--- config.mk ---
export PLATFORM = sky130hd
export DESIGN_NAME = mem_port_arbiter
export DESIGN_NICKNAME = d
export VERILOG_FILES = /design/src/rtl/arb_pkg.sv /design/src/rtl/arb_priority_select.sv /design/src/rtl/mem_port_arbiter.sv
export SDC_FILE = /design/constraint.sdc
export NUM_CORES = 1
export LEC_CHECK = 0
export CORE_AREA = 2 2 123 125
export DETAILED_ROUTE_END_ITERATION = 8
export DIE_AREA = 0 0 125 127
export PLACE_DENSITY = 0.71
export SLEW_MARGIN = 20
export SYNTH_ARGS = -nofsm -noshare
export SYNTH_HDL_FRONTEND = slang
export SYNTH_HIERARCHICAL = 1
export SYNTH_SLANG_ARGS = --single-unit
--- constraint.sdc ---
create_clock -name clock -period 2.6 [get_ports clock]
set_input_delay 0.39 -clock clock [delete_from_list [all_inputs] [get_ports clock]]
set_output_delay 0.39 -clock clock [all_outputs]
set_load 0.005 [all_outputs]
--- src/rtl/arb_pkg.sv ---
// Shared types and counter widths for the unified-memory port arbiter.
package arb_pkg;

  typedef enum logic {IDLE, READWAIT} arb_state_t;

  typedef enum logic [1:0] {REQ_FETCH, REQ_DATA, REQ_IO} req_id_t;

  localparam int MAXREADLATENCY = 7;
  localparam int MAXSTARVELIMIT = 15;
  localparam int LATENCYWIDTH   = $clog2(MAXREADLATENCY + 1);
  localparam int STARVEWIDTH    = $clog2(MAXSTARVELIMIT + 1);

endpackage

--- src/rtl/arb_priority_select.sv ---
// Combinational winner pick for the memory port: io > data > fetch,
// unless fetch has been starved, in which case fetch goes first.
module arb_priority_select
  import arb_pkg::*;
(
  input  logic       fetchReq,
  input  logic       dataReq,
  input  logic       ioReq,
  input  logic       starved,
  output logic [2:0] grantOneHot
);

  always_comb begin
    grantOneHot = '0;
    if (fetchReq && starved) begin
      grantOneHot[REQ_FETCH] = 1'b1;
    end else if (ioReq) begin
      grantOneHot[REQ_IO] = 1'b1;
    end else if (dataReq) begin
      grantOneHot[REQ_DATA] = 1'b1;
    end else if (fetchReq) begin
      grantOneHot[REQ_FETCH] = 1'b1;
    end
  end

endmodule

--- src/rtl/mem_port_arbiter.sv ---
// Single-ported memory arbiter for fetch, data stage and IO loader: one
// access at a time, read-latency tracking, one-cycle valid pulses on return.
module mem_port_arbiter
  import arb_pkg::*;
#(
  parameter int WIDTH            = 32,
  parameter int INSTRUCTIONWIDTH = 16,
  parameter int READLATENCY      = 1,
  parameter int STARVELIMIT      = 4
) (
  input  logic                        clock,
  input  logic                        reset,
  input  logic                        fetchReq,
  input  logic [WIDTH-1:0]            fetchAddr,
  output logic                        fetchGrant,
  output logic                        fetchValid,
  output logic [INSTRUCTIONWIDTH-1:0] fetchData,
  input  logic                        dataReq,
  input  logic                        dataWrite,
  input  logic [WIDTH-1:0]            dataAddr,
  input  logic [WIDTH-1:0]            dataWdata,
  output logic                        dataGrant,
  output logic                        dataValid,
  output logic [WIDTH-1:0]            dataRdata,
  input  logic                        ioReq,
  input  logic [WIDTH-1:0]            ioAddr,
  input  logic [WIDTH-1:0]            ioWdata,
  output logic                        ioGrant,
  output logic                        ioDone,
  output logic                        memEnable,
  output logic                        memWrite,
  output logic [WIDTH-1:0]            memAddr,
  output logic [WIDTH-1:0]            memWdata,
  input  logic [WIDTH-1:0]            memRdata,
  output logic                        stallFetch
);

  arb_state_t              state, stateNext;
  logic [LATENCYWIDTH-1:0] latCount;
  logic [STARVEWIDTH-1:0]  starveCount;
  req_id_t                 readId;
  logic [2:0]              winner;
  logic                    starved;
  logic                    readIssue;
  logic                    readDone;

  assign starved = (starveCount == STARVEWIDTH'(STARVELIMIT));

  arb_priority_select uSelect (
    .fetchReq   (fetchReq),
    .dataReq    (dataReq),
    .ioReq      (ioReq),
    .starved    (starved),
    .grantOneHot(winner)
  );

  // NOTE: every output of this block gets a default first, so no path leaves one unassigned and no latch is inferred.
  always_comb begin
    stateNext  = state;
    fetchGrant = 1'b0;
    dataGrant  = 1'b0;
    ioGrant    = 1'b0;
    memEnable  = 1'b0;
    memWrite   = 1'b0;
    memAddr    = '0;
    memWdata   = '0;
    readIssue  = 1'b0;
    readDone   = 1'b0;
    unique case (state)
      IDLE: begin
        fetchGrant = winner[REQ_FETCH];
        dataGrant  = winner[REQ_DATA];
        ioGrant    = winner[REQ_IO];
        memEnable  = |winner;
        if (winner[REQ_IO]) begin
          memWrite = 1'b1;
          memAddr  = ioAddr;
          memWdata = ioWdata;
        end else if (winner[REQ_DATA]) begin
          memWrite = dataWrite;
          memAddr  = dataAddr;
          if (dataWrite) begin
            memWdata = dataWdata;
          end else begin
            readIssue = 1'b1;
            stateNext = READWAIT;
          end
        end else if (winner[REQ_FETCH]) begin
          memAddr   = fetchAddr;
          readIssue = 1'b1;
          stateNext = READWAIT;
        end
      end
      READWAIT: begin
        // memRdata is valid in the cycle the countdown reaches zero
        if (latCount == '0) begin
          readDone  = 1'b1;
          stateNext = IDLE;
        end
      end
      default: stateNext = IDLE;
    endcase
  end

  assign stallFetch = fetchReq & ~fetchGrant;

  // NOTE: all state below uses non-blocking assignments so every flop samples pre-edge values regardless of statement order.
  always_ff @(posedge clock or posedge reset) begin
    if (reset) begin
      state       <= IDLE;
      latCount    <= '0;
      starveCount <= '0;
      readId      <= REQ_FETCH;
      fetchValid  <= 1'b0;
      dataValid   <= 1'b0;
      ioDone      <= 1'b0;
      fetchData   <= '0;
      dataRdata   <= '0;
    end else begin
      state      <= stateNext;
      fetchValid <= 1'b0;
      dataValid  <= dataGrant & dataWrite;
      ioDone     <= ioGrant;

      if (readIssue) begin
        readId   <= dataGrant ? REQ_DATA : REQ_FETCH;
        latCount <= LATENCYWIDTH'(READLATENCY - 1);
      end else if (state == READWAIT && latCount != '0) begin
        latCount <= latCount - 1'b1;
      end

      if (readDone) begin
        if (readId == REQ_FETCH) begin
          fetchValid <= 1'b1;
          fetchData  <= memRdata[INSTRUCTIONWIDTH-1:0];
        end else begin
          dataValid <= 1'b1;
          dataRdata <= memRdata;
        end
      end

      // Starvation is only judged while arbitration is open; READWAIT holds it
      if (state == IDLE) begin
        if (fetchReq && !fetchGrant) begin
          if (!starved) begin
            starveCount <= starveCount + 1'b1;
          end
        end else begin
          starveCount <= '0;
        end
      end
    end
  end

endmodule

## Word level (Yosys, flattened, before mapping)

Cells that the tools add are included.
Widths: inputs -> output; s select.

| operators by class | value |
|---|---|
| $add $sub $neg | 2 |
| equality and inequality tests | 2 |
| muxes and demuxes | 40 |
| bitwise gates (word level) | 5 |
| reductions and logical operators | 12 |

Operator list:

| operator | number |
|---|---|
| $mux 32 | 8 |
| $mux 1 | 25 |
| $mux 4 | 2 |
| $mux 3 | 2 |
| $reduce_and 2->1 | 3 |
| $add 4x1->4 const B | 1 |
| $eq 4x3->1 const B | 1 |
| $mux 2 | 2 |
| $logic_and 1x1->1 | 3 |
| $logic_not 3->1 | 1 |
| $not 1->1 | 3 |
| $reduce_bool 3->1 | 1 |
| $reduce_or 3->1 | 1 |
| $sub 3x1->3 const B | 1 |
| $and 1x1->1 | 2 |
| $logic_not 2->1 | 1 |
| $ne 2x2->1 const B | 1 |
| $pmux 1 s2 | 1 |
| $reduce_bool 2->1 | 1 |
| $logic_not 1->1 | 1 |

| word-level totals | value |
|---|---|
| flip-flop bits (word level) | 61 |
| input bits | 198 |
| output and inout bits | 121 |
| word-level logic and storage cells | 70 |

## Longest topological paths before layout

Gate-level depths: netlist of the first run.

| depth | value |
|---|---|
| depth in word-level cells | 9 |
| mapped depth | 11 |
| mapped depth without buffers | 8 |

## Modules after synthesis

Netlist of the first run, hierarchy kept.

Modules (own cells, without submodules):

| module | instances | cells an instance | area each (um^2) | sequential area each (um^2) |
|---|---|---|---|---|
| mem_port_arbiter | 1 | 323 | 3711.1 | 1501.4 |
| arb_priority_select | 1 | 5 | 38.8 | 0.0 |

## Worst setup path after synthesis of the first run

Ideal clock, no wire load.

| timing path | value |
|---|---|
| path kind | register -> output |
| from | reg starveCount[0] |
| to | out memAddr[10] |
| data arrival time | 1828 ps |
| required time | 2210 ps |
| setup slack | 382 ps |
| cell stages (with the launch flop) | 10 |
| path buffers | 2 |
| path through | dfrtp_1 -> inv_1 -> ha_1 -> nand3b_1 -> inv_1 -> a211oi_2 -> buf_6 -> clkbuf_1 -> a221oi_1 -> nor3_1 |

| on the way | value |
|---|---|
| elaborated cells on any way between the ends | 8 |
| classes of those cells | eq/ne: 1; mux: 6; reduce/logical: 1 |

RTL lines:

| item | line | source |
|---|---|---|
| start: declaration | mem_port_arbiter.sv:40 | `logic [STARVEWIDTH-1:0] starveCount;` |
| start signal: assignment | mem_port_arbiter.sv:146 | `starveCount <= starveCount + 1'b1;` |
| $eq 4x3->1 | mem_port_arbiter.sv:47 | `assign starved = (starveCount == STARVEWIDTH'(STARVELIMIT));` |
| via starved | mem_port_arbiter.sv:43 | `logic starved;` |
| $logic_and 1x1->1 | arb_priority_select.sv:15 | `if (fetchReq && starved) begin` |
| $mux 2 | arb_priority_select.sv:15 |  |
| via winner[1] | mem_port_arbiter.sv:42 | `logic [2:0] winner;` |
| $mux 32 | mem_port_arbiter.sv:79 | `end else if (winner[REQ_DATA]) begin` |
| $mux 32 | mem_port_arbiter.sv:75 | `if (winner[REQ_IO]) begin` |
| $mux 32 | mem_port_arbiter.sv:69 | `unique case (state)` |
| end: declaration | mem_port_arbiter.sv:32 | `output logic [WIDTH-1:0] memAddr,` |

The timed path passes the listed nets, and every way through them passes these cells.

## Worst setup path after layout of the first run

| timing path | value |
|---|---|
| from | reg starveCount[0] |
| to | out memWdata[13] |

| on the way | value |
|---|---|
| cells in the longest elaborated chain, start to end | 6 |

RTL lines:

| item | line | source |
|---|---|---|
| $eq 4x3->1 | mem_port_arbiter.sv:47 |  |
| via starved | mem_port_arbiter.sv:43 |  |
| $logic_and 1x1->1 | arb_priority_select.sv:15 |  |
| $mux 2 | arb_priority_select.sv:15 |  |
| via winner[1] | mem_port_arbiter.sv:42 |  |
| $mux 32 | mem_port_arbiter.sv:79 |  |
| $mux 32 | mem_port_arbiter.sv:75 |  |
| $mux 32 | mem_port_arbiter.sv:69 |  |
| end: declaration | mem_port_arbiter.sv:33 | `output logic [WIDTH-1:0] memWdata,` |

The timed path passes the listed nets, and every way through them passes these cells.

==> results.cfg, run 1 <==
[outcome]
status = finished with violations
failed_checks = setup timing

[clock_tree]
cts_tree = done
clock_latency_ns = 0.33
clk_pin_slew_ns = 0.05
htree_num_levels = 3
clk_path_buf_depth = 2
cts_made_buffers = 9
postCtsHoldBufs = 0
cts.sinks = 60
root_buffer = clkbuf_16

[sta]
finalHoldViolCount = 0
fmax_mhz = 359
setup_ws_ns = -0.182
slew_violations = 0
slew_headroom_pct = 54.0
holdWs_ns = 0.441
rsz0062_at_grt = yes
finalSetupViolCount = 65
period_needed_ns = 2.78
skew_ns = 0.00364
fin_crit_sh_pct = 107
tns_ns = -7.33
tightest_slew_ns = 0.691

[finish]
diodes = 0
post-route-util_pct = 58.4
fillCellCount = 1158
drive_above_1_share_pct = 38.8
nets = 906
area_delta_synth_final_pct = 125
layout_common_cells = 248 x clkdlybuf4s50_1, 60 x dfrtp_1, 60 x buf_2
final_common_cell = clkdlybuf4s50_1
fin_area_um2 = 8420
stdcell_count = 893

[pwr]
peakVddDrop_mv = 0.269
power.density_nw_per_um2 = 674
leakage_nw = 3.72
power_mw = 5.68

[routing]
drt-initial-drc-count = 211
vias = 4294
ant_nets = 0
wirelength_um = 18200
firstDrtPassIters = 4
routed_via_density = 4.81
detail_route.drc_violations = 0
wl_per_cell_um = 20.4

[die]
ios = 319
rows = 44
core-area_um2 = 14400
die_area_um2 = 15900
initial_utilization_pct = 26.0
die_h_um = 127
die_w_um = 125

[job]
drv_cap = 0

[synthesis]
synth_area_leader_cell = dfrtp_1
synthCells = 328
synth.avg_cell_area_um2 = 11.4
synth-seq-area-share_pct = 40.0
syn_nets = 530
mappedNetlistArea_um2 = 3750
synth_top_area_share_pct = 40.0
synth_seq_cells = 60
ys_warn_count = 6
synth_cell_types = 34
synth.area.top_cells = dfrtp_1 40%, mux2_4 15%, a22o_1 7.7%

[global_route]
gr-usage-all-layers_pct = 21.4
grt_pass1_wl_um = 26500
grt_max_degree = 36
grt_pass1_vias = 4590
overflow = 0
antenna_found_initial = 0

[critical_path]
critical_path_class = flip-flop to output pin
crit_chain = inv_2 -> ha_4 -> nand3b_1 -> inv_2 -> a211oi_4 -> buf_6 -> buf_6 -> nand3b_4 -> nor2_4 -> buf_6 -> buf_16 -> a22o_1 -> buf_2
crit_buf_inv = 7
setup.worst_path.end_class = output pin
cp.required_ns = 2.21
cpMaxStageDelayCell = dfrtp_1
cpMostUsedCell = buf_6
slowest_delay_ns = 0.36
cp_top_family = buffers and inverters
arrival_ns = 2.39
critPathLaunchType = flip-flop
critical_path.max_fanout = 5

[placement]
place.gp.congestion = 0.958
placed_cells = 832
place_area_um2 = 7300
pre_cts_slack_ns = -0.466
dp_hpwl_um = 12700
io_buffer_count = 318

[hold_path]
min-delay-path-class = input port to async pin
==> state kept, by name, indices dropped and copies added, names as in the netlist <==
register and cells:
dataRdata 32, fetchData 16, starveCount 4, latCount 3
dataValid 1, fetchValid 1, ioDone 1, readId 1
state 1
==> layer usage <==
metal | wire (um) | share of wire, % | track usage, %
met3 | 1250 | 6.9 | 5.44
met1 | 7050 | 39 | 25.1
met5 | 0 | 0 | 0
met2 | 9440 | 52 | 37.3
met4 | 491 | 2.7 | 9.02
==> worst reg2reg max path, stage by stage, from the launching register on <==
cell and delay (ns):
dfrtp_1 0.38, inv_1 0.08, ha_1 0.15, ha_1 0.30, nand3_4 0.54, mux2_4 0.55
==> synth_stat cells (all sizes together) <==
library cell,number
a211oi,1
a21boi,1
a21oi,2
a221o,1
a221oi,32
a22o,33
a31o,1
and2,1
and3,1
buf,22
clkbuf,9
dfrtp,60
ha,4
inv,11
mux2,48
nand2,4
nand2b,4
nand3,2
nand3b,2
nor2,3
nor2b,39
nor3,35
o211ai,1
o21a,3
o21ai,4
o21bai,1
o22ai,2
or3,1
==> cells by family (layout without fill, tap and decap cells) <==
kind of cell / Yosys count / after routing / share of synthesized area [%]
flip-flops: 60 / 60 / 40.0
AND/OR/NAND/NOR: 92 / 92 / 15.0
buffers and inverters: 42 / 423 / 6.97
multiplexers: 48 / 48 / 18.2
adder cells (fa/ha/maj): 4 / 4 / 1.33
AO/OA/AOI/OAI: 82 / 82 / 18.5
==> layout make-up <==
type | instances | area (um^2) | share of cell area (%)
timing repair buffer | 396 | 3840 | 45.6
multi-input combinational | 226 | 2490 | 29.5
sequential | 60 | 1500 | 17.8
clock buffer | 12 | 246 | 2.93
tap | 184 | 230 | 2.73
clock inverter | 4 | 72.6 | 0.862
inverter | 11 | 41.3 | 0.490
==> repair_timing <==
item,CTS,global route
setup buffers,24,15
endpoints found under the setup margin,70,67
resized for setup,305,80
pin swaps,38,39
gates cloned,8,3
==> where the power goes <==
| group | leakage (nW) | internal [mW] | switching, mW | total [mW] |
|---|---|---|---|---|
| clock network | 0.153 | 0.863 | 0.405 | 1.27 |
| registers | 0.717 | 1.35 | 0.243 | 1.59 |
| logic | 2.85 | 1.92 | 0.898 | 2.82 |
==> final timing paths <==
check / from / cells past startpoint / to / slack (ns)
worst max-delay path: starveCount[0] / 13 / memWdata[13] / -0.18
worst min-delay path: reset / 2 / dataRdata[14] / 0.44
worst max register to register: latCount[0] / 5 / dataRdata[11] / 0.49
worst min register to register: dataRdata[3] / 1 / dataRdata[3] / 0.50
max in group asynchronous: reset / 3 / starveCount[1] / 1.57
min in group clock: dataRdata[3] / 1 / dataRdata[3] / 0.50
Note: power is estimated with default switching activity, not from simulation.
==> run 2: changes to the inputs <==
--- a/config.mk
+++ b/config.mk
@@ -5,10 +5,11 @@
 export SDC_FILE = /design/constraint.sdc
 export NUM_CORES = 1
 export LEC_CHECK = 0
-export CORE_AREA = 2 2 123 125
+export ABC_AREA = 1
+export CORE_AREA = 2 2 124 126
 export DETAILED_ROUTE_END_ITERATION = 8
-export DIE_AREA = 0 0 125 127
-export PLACE_DENSITY = 0.71
+export DIE_AREA = 0 0 126 128
+export PLACE_DENSITY = 0.7
 export SLEW_MARGIN = 20
 export SYNTH_ARGS = -nofsm -noshare
 export SYNTH_HDL_FRONTEND = slang
==> run 2 against run 1 <==
  * The flow now finishes without violations
  * Critical path depth decreased by 5
  * Sequential cell count unchanged
  * Hold slack got worse by 0.0098 ns
  * Via count up 12%
  * Fmax up 11%
  * Design area decreased by 8.2%
  * Clock power about the same
  * Area after synthesis down 2.6%
  * Sequential power is 8% lower
  * Synthesized cell count rose by 61%
  * Routed wire length fell by 8.4%
  * Largest cell class unchanged
==> results.cfg, run 2 <==
[outcome]
status = finished, final reports clean

[sta]
setup_ws_ns = 0.0821
tns_ns = 0
fin_crit_sh_pct = 96.8
skew_ns = 0.00433
slew_violations = 0
period_needed_ns = 2.52
fmax_mhz = 397
rsz0062_at_grt = yes
finalHoldViolCount = 0
slew_headroom_pct = 59.9
tightest_slew_ns = 0.602
finalSetupViolCount = 0
holdWs_ns = 0.431

[global_route]
busiest_layer = met2
grt_util_met1_pct = 22.7
grt_pass1_wl_um = 25000
grt_pass1_vias = 4752
overflow = 0
met3_usage_pct = 6.59
antenna_found_initial = 2
gr-usage-all-layers_pct = 19.6
grt_max_degree = 66
grtUsageMet2_pct = 34.1

[die]
die_w_um = 126
core-area_um2 = 14900
rows = 45
die_area_um2 = 16100
initial_utilization_pct = 24.6
ios = 319
die_h_um = 128

[placement]
dp_hpwl_um = 13000
io_buffer_count = 318
place.gp.congestion = 0.917
pre_cts_slack_ns = -0.276
placed_cells = 1036

[synthesis]
synth_common_cells = 163 x nand2_1, 82 x o21ai_0, 65 x a21oi_1
synth_area_leader_cell = dfrtp_1
synth_cell_types = 24
ys_warn_count = 6
synth.avg_cell_area_um2 = 6.93
synth_seq_cells = 60
synth_top_area_share_pct = 41.1
synthFlopType = dfrtp_1
synthCells = 527
synth.area.top_cells = dfrtp_1 41%, nand2_1 17%, o21ai_0 11%
synth-seq-area-share_pct = 41.1
synthArstFlopShare_pct = 100
synth-edff-count = 0
yosysMostFrequentCell = nand2_1
syn_nets = 729
mappedNetlistArea_um2 = 3650

[finish]
final_common_cell = clkdlybuf4s50_1
register_area_um2 = 1500
reg.largest.list = dataRdata x32, fetchData x16, starveCount x4
fillCellCount = 1435
diodes = 0
nets = 1080
multi_input_area_um2 = 1900
layout_common_cells = 249 x clkdlybuf4s50_1, 156 x nand2_1, 60 x dfrtp_1
max_flop_register = dataRdata
area_delta_synth_final_pct = 112
drive_above_1_share_pct = 20.0
stdcell_count = 1071
largest_reg_flops = 32

[pwr]
peakVddDrop_mv = 0.262
power_mw = 4.77
leakage_nw = 3.65
power.density_nw_per_um2 = 617

[clock_tree]
clk_path_buf_depth = 2
clock_latency_ns = 0.32
cts_tree = done
htree_num_levels = 3
root_buffer = clkbuf_16
cts_made_buffers = 9
clk_pin_slew_ns = 0.05
postCtsHoldBufs = 0
cts.sinks = 60

[routing]
drt-initial-drc-count = 211
wl_per_cell_um = 15.6
detail_route.drc_violations = 0
vias = 4796
wirelength_um = 16700
routed_via_density = 4.48
ant_nets = 0
firstDrtPassIters = 4

[critical_path]
crit_chain = clkdlybuf4s50_1 -> inv_2 -> buf_4 -> nand3_1 -> nand2_4 -> buf_4 -> a21oi_4 -> clkdlybuf4s50_1
setup.worst_path.end_class = output pin
slowest_delay_ns = 0.56
critPathLaunchType = input port
cp.required_ns = 2.21
critical_path.max_fanout = 2
r2r_slack_ns = 0.72
cp_top_family = buffers and inverters
cpMaxStageDelayCell = clkdlybuf4s50_1
crit_buf_inv = 5
arrival_ns = 2.13
startpoint = ioReq
reg2reg_from = starveCount[0]
critical_path_class = input port to output pin

[hold_path]
min-delay-path-class = input port to async pin

[job]
drv_cap = 0
## run 2: layout make-up
type / count / area share (%)
tap: 188 / 3.04
multi-input combinational: 376 / 24.5
timing repair buffer: 378 / 46.1
sequential: 60 / 19.4
clock buffer: 9 / 2.91
inverter: 53 / 2.77
clock inverter: 7 / 1.18
## run 2: layer usage
layer	vias up	share of wire [%]	wire length [um]
li1	2425	-	-
met1	2119	40	6630
met2	215	49	8210
met3	33	8.2	1380
met4	4	2.8	470
met5	-	0.14	23
## run 2: timing repair
action | 4_1_cts | 5_1_grt
endpoints found under the setup margin | 68 | 67
cloned | 2 | 1
resized for setup | 130 | 147
pin swaps | 8 | 10
setup buffers | 11 | 8
## run 2: worst paths after layout
kind                       cells after the start        endpoint
min in group clock                             2    fetchData[3]
min                                            2    fetchData[6]
min reg2reg                                    2    fetchData[3]
max in group asynchronous                      3  starveCount[0]
max                                            8      stallFetch
max reg2reg                                   14     latCount[2]
## run 2: logic make-up (layout without fill, tap and decap cells)
kind of cell | Yosys count | in the layout | share of synthesized area, %
buffers and inverters | 91 | 447 | 11.2
adder cells (fa/ha/maj) | 4 | 4 | 1.37
flip-flops | 60 | 60 | 41.1
AO/OA/AOI/OAI | 183 | 183 | 25.5
AND/OR/NAND/NOR | 189 | 189 | 20.9
## run 2: report_power, final
part	internal (mW)	total, mW	switching, mW
clock network	0.833	1.24	0.410
logic	1.28	2.05	0.767
registers	1.29	1.47	0.181
## run 2: per-stage QoR
step	cell area, um^2	utilization, %
global placement	7270	48.9
CTS	7700	51.8
finish	7730	52.0
floorplan	3650	-
global route	7730	52.0
detailed placement	7270	48.9
## run 2: worst register-to-register path, stage by stage, from the launching register on
cell and delay, ns:
dfrtp_1 0.38, inv_2 0.08, ha_4 0.14, nand3_4 0.07, inv_4 0.07, nand2_4 0.06, inv_4 0.08, nor2_4 0.06
buf_6 0.14, buf_4 0.13, a21oi_1 0.17, buf_4 0.15, nand2_2 0.10, nand3_1 0.09, o21ai_1 0.06
==> run 3: changes to the inputs <==
--- a/config.mk
+++ b/config.mk
@@ -6,10 +6,11 @@
 export NUM_CORES = 1
 export LEC_CHECK = 0
 export ABC_AREA = 1
-export CORE_AREA = 2 2 124 126
+export CORE_AREA = 2 2 122 124
 export DETAILED_ROUTE_END_ITERATION = 8
-export DIE_AREA = 0 0 126 128
-export PLACE_DENSITY = 0.7
+export DIE_AREA = 0 0 124 126
+export DONT_BUFFER_PORTS = 1
+export PLACE_DENSITY = 0.43
 export SLEW_MARGIN = 20
 export SYNTH_ARGS = -nofsm -noshare
 export SYNTH_HDL_FRONTEND = slang
==> run 3 against run 2 <==
  * The flow now finishes with violations (hold timing)
  * Routed wire length down 12%
  * Via count fell by 24%
  * Power decreased by 22%
  * Die area is 3.1% lower
  * Largest cell class is now multi-input combinational cells
  * Critical path depth is 3 higher
  * Non-clock buffer count shrank 356
  * Register-to-register slack worse by 0.10 ns
  * Worst setup slack improved by 0.044 ns
  * Combinational power is 62% lower
  * Largest power group is now registers
==> results.cfg, run 3 (synthesis gave the netlist of run 2 again) <==
[die]
die_h_um = 126
core-area_um2 = 14300
die_w_um = 124
ios = 319
die_area_um2 = 15600
initial_utilization_pct = 25.5
rows = 44

[sta]
tightest_slew_ns = 0.580
finalHoldViolCount = 5
fmax_mhz = 404
fin_crit_sh_pct = 95.1
rsz0062_at_grt = no
slew_violations = 0
slew_headroom_pct = 61.3
finalSetupViolCount = 0
skew_ns = 0.00709
holdWs_ns = -0.00278
period_needed_ns = 2.47

[routing]
vias = 3655
wl_per_cell_um = 20.6
detail_route.drc_violations = 0
wirelength_um = 14700
routed_via_density = 5.12
drt-initial-drc-count = 341
firstDrtPassIters = 5
ant_nets = 0

[clock_tree]
clock_latency_ns = 0.32
htree_num_levels = 3
clk_pin_slew_ns = 0.05
clk_path_buf_depth = 2
root_buffer = clkbuf_16
cts.sinks = 60
cts_made_buffers = 9
cts_tree = done

[outcome]
failed_checks = hold timing
status = finished with violations

[placement]
placed_cells = 690
place.gp.congestion = 0.929
io_buffer_count = 0
dp_hpwl_um = 11700
place_area_um2 = 3820

[global_route]
gr-usage-all-layers_pct = 17.4
grtUsageMet2_pct = 27.0
grt_max_degree = 66
grt_util_met1_pct = 20.1
antenna_found_initial = 2
overflow = 0
grt_pass1_wl_um = 20500
grt_pass1_vias = 3466
met3_usage_pct = 7.70
busiest_layer = met2

[pwr]
peakVddDrop_mv = 0.296
leakage_nw = 2.05
power.density_nw_per_um2 = 838
intPower_mw = 2.52
power_switching_mw = 1.19
switching_share_pct = 32.0
clkPwrFrac_pct = 35.8
p_comb_share_pct = 21.0
pwr-share-seq_pct = 43.2

[finish]
area_delta_synth_final_pct = 21.3
largest_reg_flops = 32
nets = 725
stdcell_count = 714
final_common_cell = nand2_1
reg.largest.list = dataRdata x32, fetchData x16, starveCount x4
drive_above_1_share_pct = 17.4
fillCellCount = 1609
max_flop_register = dataRdata
layout_common_cells = 162 x nand2_1, 66 x o21ai_0, 60 x dfrtp_1
fin_area_um2 = 4430

[hold_path]
min-delay-path-class = input port to async pin

[critical_path]
arrival_ns = 2.08
critical_path.max_fanout = 14
setup.worst_path.end_class = output pin
critPathLaunchType = flip-flop
critical_path_class = flip-flop to output pin
cp.required_ns = 2.21

[job]
drv_cap = 0
-- run 3: cell count changes in the layout (fill, tap and decap cells not counted), sizes merged, moves of 2 or more --
| cell | previous run | this run |
|---|---|---|
| buf | 72 | 22 |
| diode | 0 | 2 |
| dlymetal6s2s | 6 | 0 |
| dlygate4sd2 | 3 | 0 |
| clkdlybuf4s15 | 5 | 0 |
| clkdlybuf4s50 | 249 | 0 |
| clkbuf | 52 | 11 |
-- run 3: power by group through the flow --
| stage | sequential (mW) | clock, mW | combinational (mW) |
|---|---|---|---|
| 6_report | 1.60 | 1.33 | 0.780 |
| 5_1_grt | 1.66 | 1.42 | 0.892 |
| 4_1_cts | 1.62 | 1.38 | 0.756 |
| 3_5_place_dp | 1.63 | 0 | 0.711 |
| 3_3_place_gp | 1.63 | 0 | 0.682 |
| 2_1_floorplan | 1.52 | 0 | 0.547 |
-- run 3: path summary, 6_finish.rpt --
path                                 from             to  slack [ns]  depth (start not counted)
max reg2reg                starveCount[0]    latCount[0]        0.62                         12
max                        starveCount[0]    memAddr[14]        0.13                         11
min                                 reset  dataRdata[14]      -0.003                          1
min reg2reg                   latCount[0]    latCount[0]        0.48                          1
max in group asynchronous           reset  dataRdata[31]        1.94                          2
min in group clock           memRdata[26]  dataRdata[26]        0.21                          2
-- run 3: what timing repair did --
item,CTS,global route
gates resized for setup,45,24
hold buffers,0,0
setup buffers,3,2
pin swaps,1,3
cloned,0,1
endpoints found under the setup margin,66,66
-- run 3: final cells by class --
cell class	count	area, um^2	share of cell area (%)
clock buffers	11	233	5.25
repair buffers	22	201	4.55
clock inverters	5	100	2.26
well taps	184	230	5.20
inverters	53	214	4.83
diodes	2	5.00	0.113
multi-input cells	377	1940	43.9
flip-flops and latches	60	1500	33.9
-- run 3: layer usage --
metal / share of wire (%) / vias up
li1: - / 1703
met5: 0 / -
met2: 46 / 241
met4: 4.7 / 0
met3: 11 / 43
met1: 37 / 1668
-- run 3: through the flow --
stage	setup WS [ns]	hold WS, ns	total power, mW	util [%]	setup TNS [ns]
2_1_floorplan	0.508	0.448	2.07	-	0
3_5_place_dp	-0.0643	0.354	2.34	26.7	-0.0643
5_1_grt	0.00636	0.0213	3.97	30.9	0
6_report	0.126	-0.00278	3.71	30.9	0
3_3_place_gp	0.00128	0.356	2.31	26.7	0
4_1_cts	0.000870	0.00606	3.75	30.1	0
-- run 3: worst max-delay path: stages (launching register included) --
cell and delay [ns]:
dfrtp_1 0.35, inv_1 0.07, ha_1 0.21, nand3_2 0.10, inv_2 0.05, nand2_2 0.11, inv_4 0.06, nor2_4 0.16
clkinv_4 0.13, buf_4 0.20, o21ai_0 0.24, a21oi_2 0.07
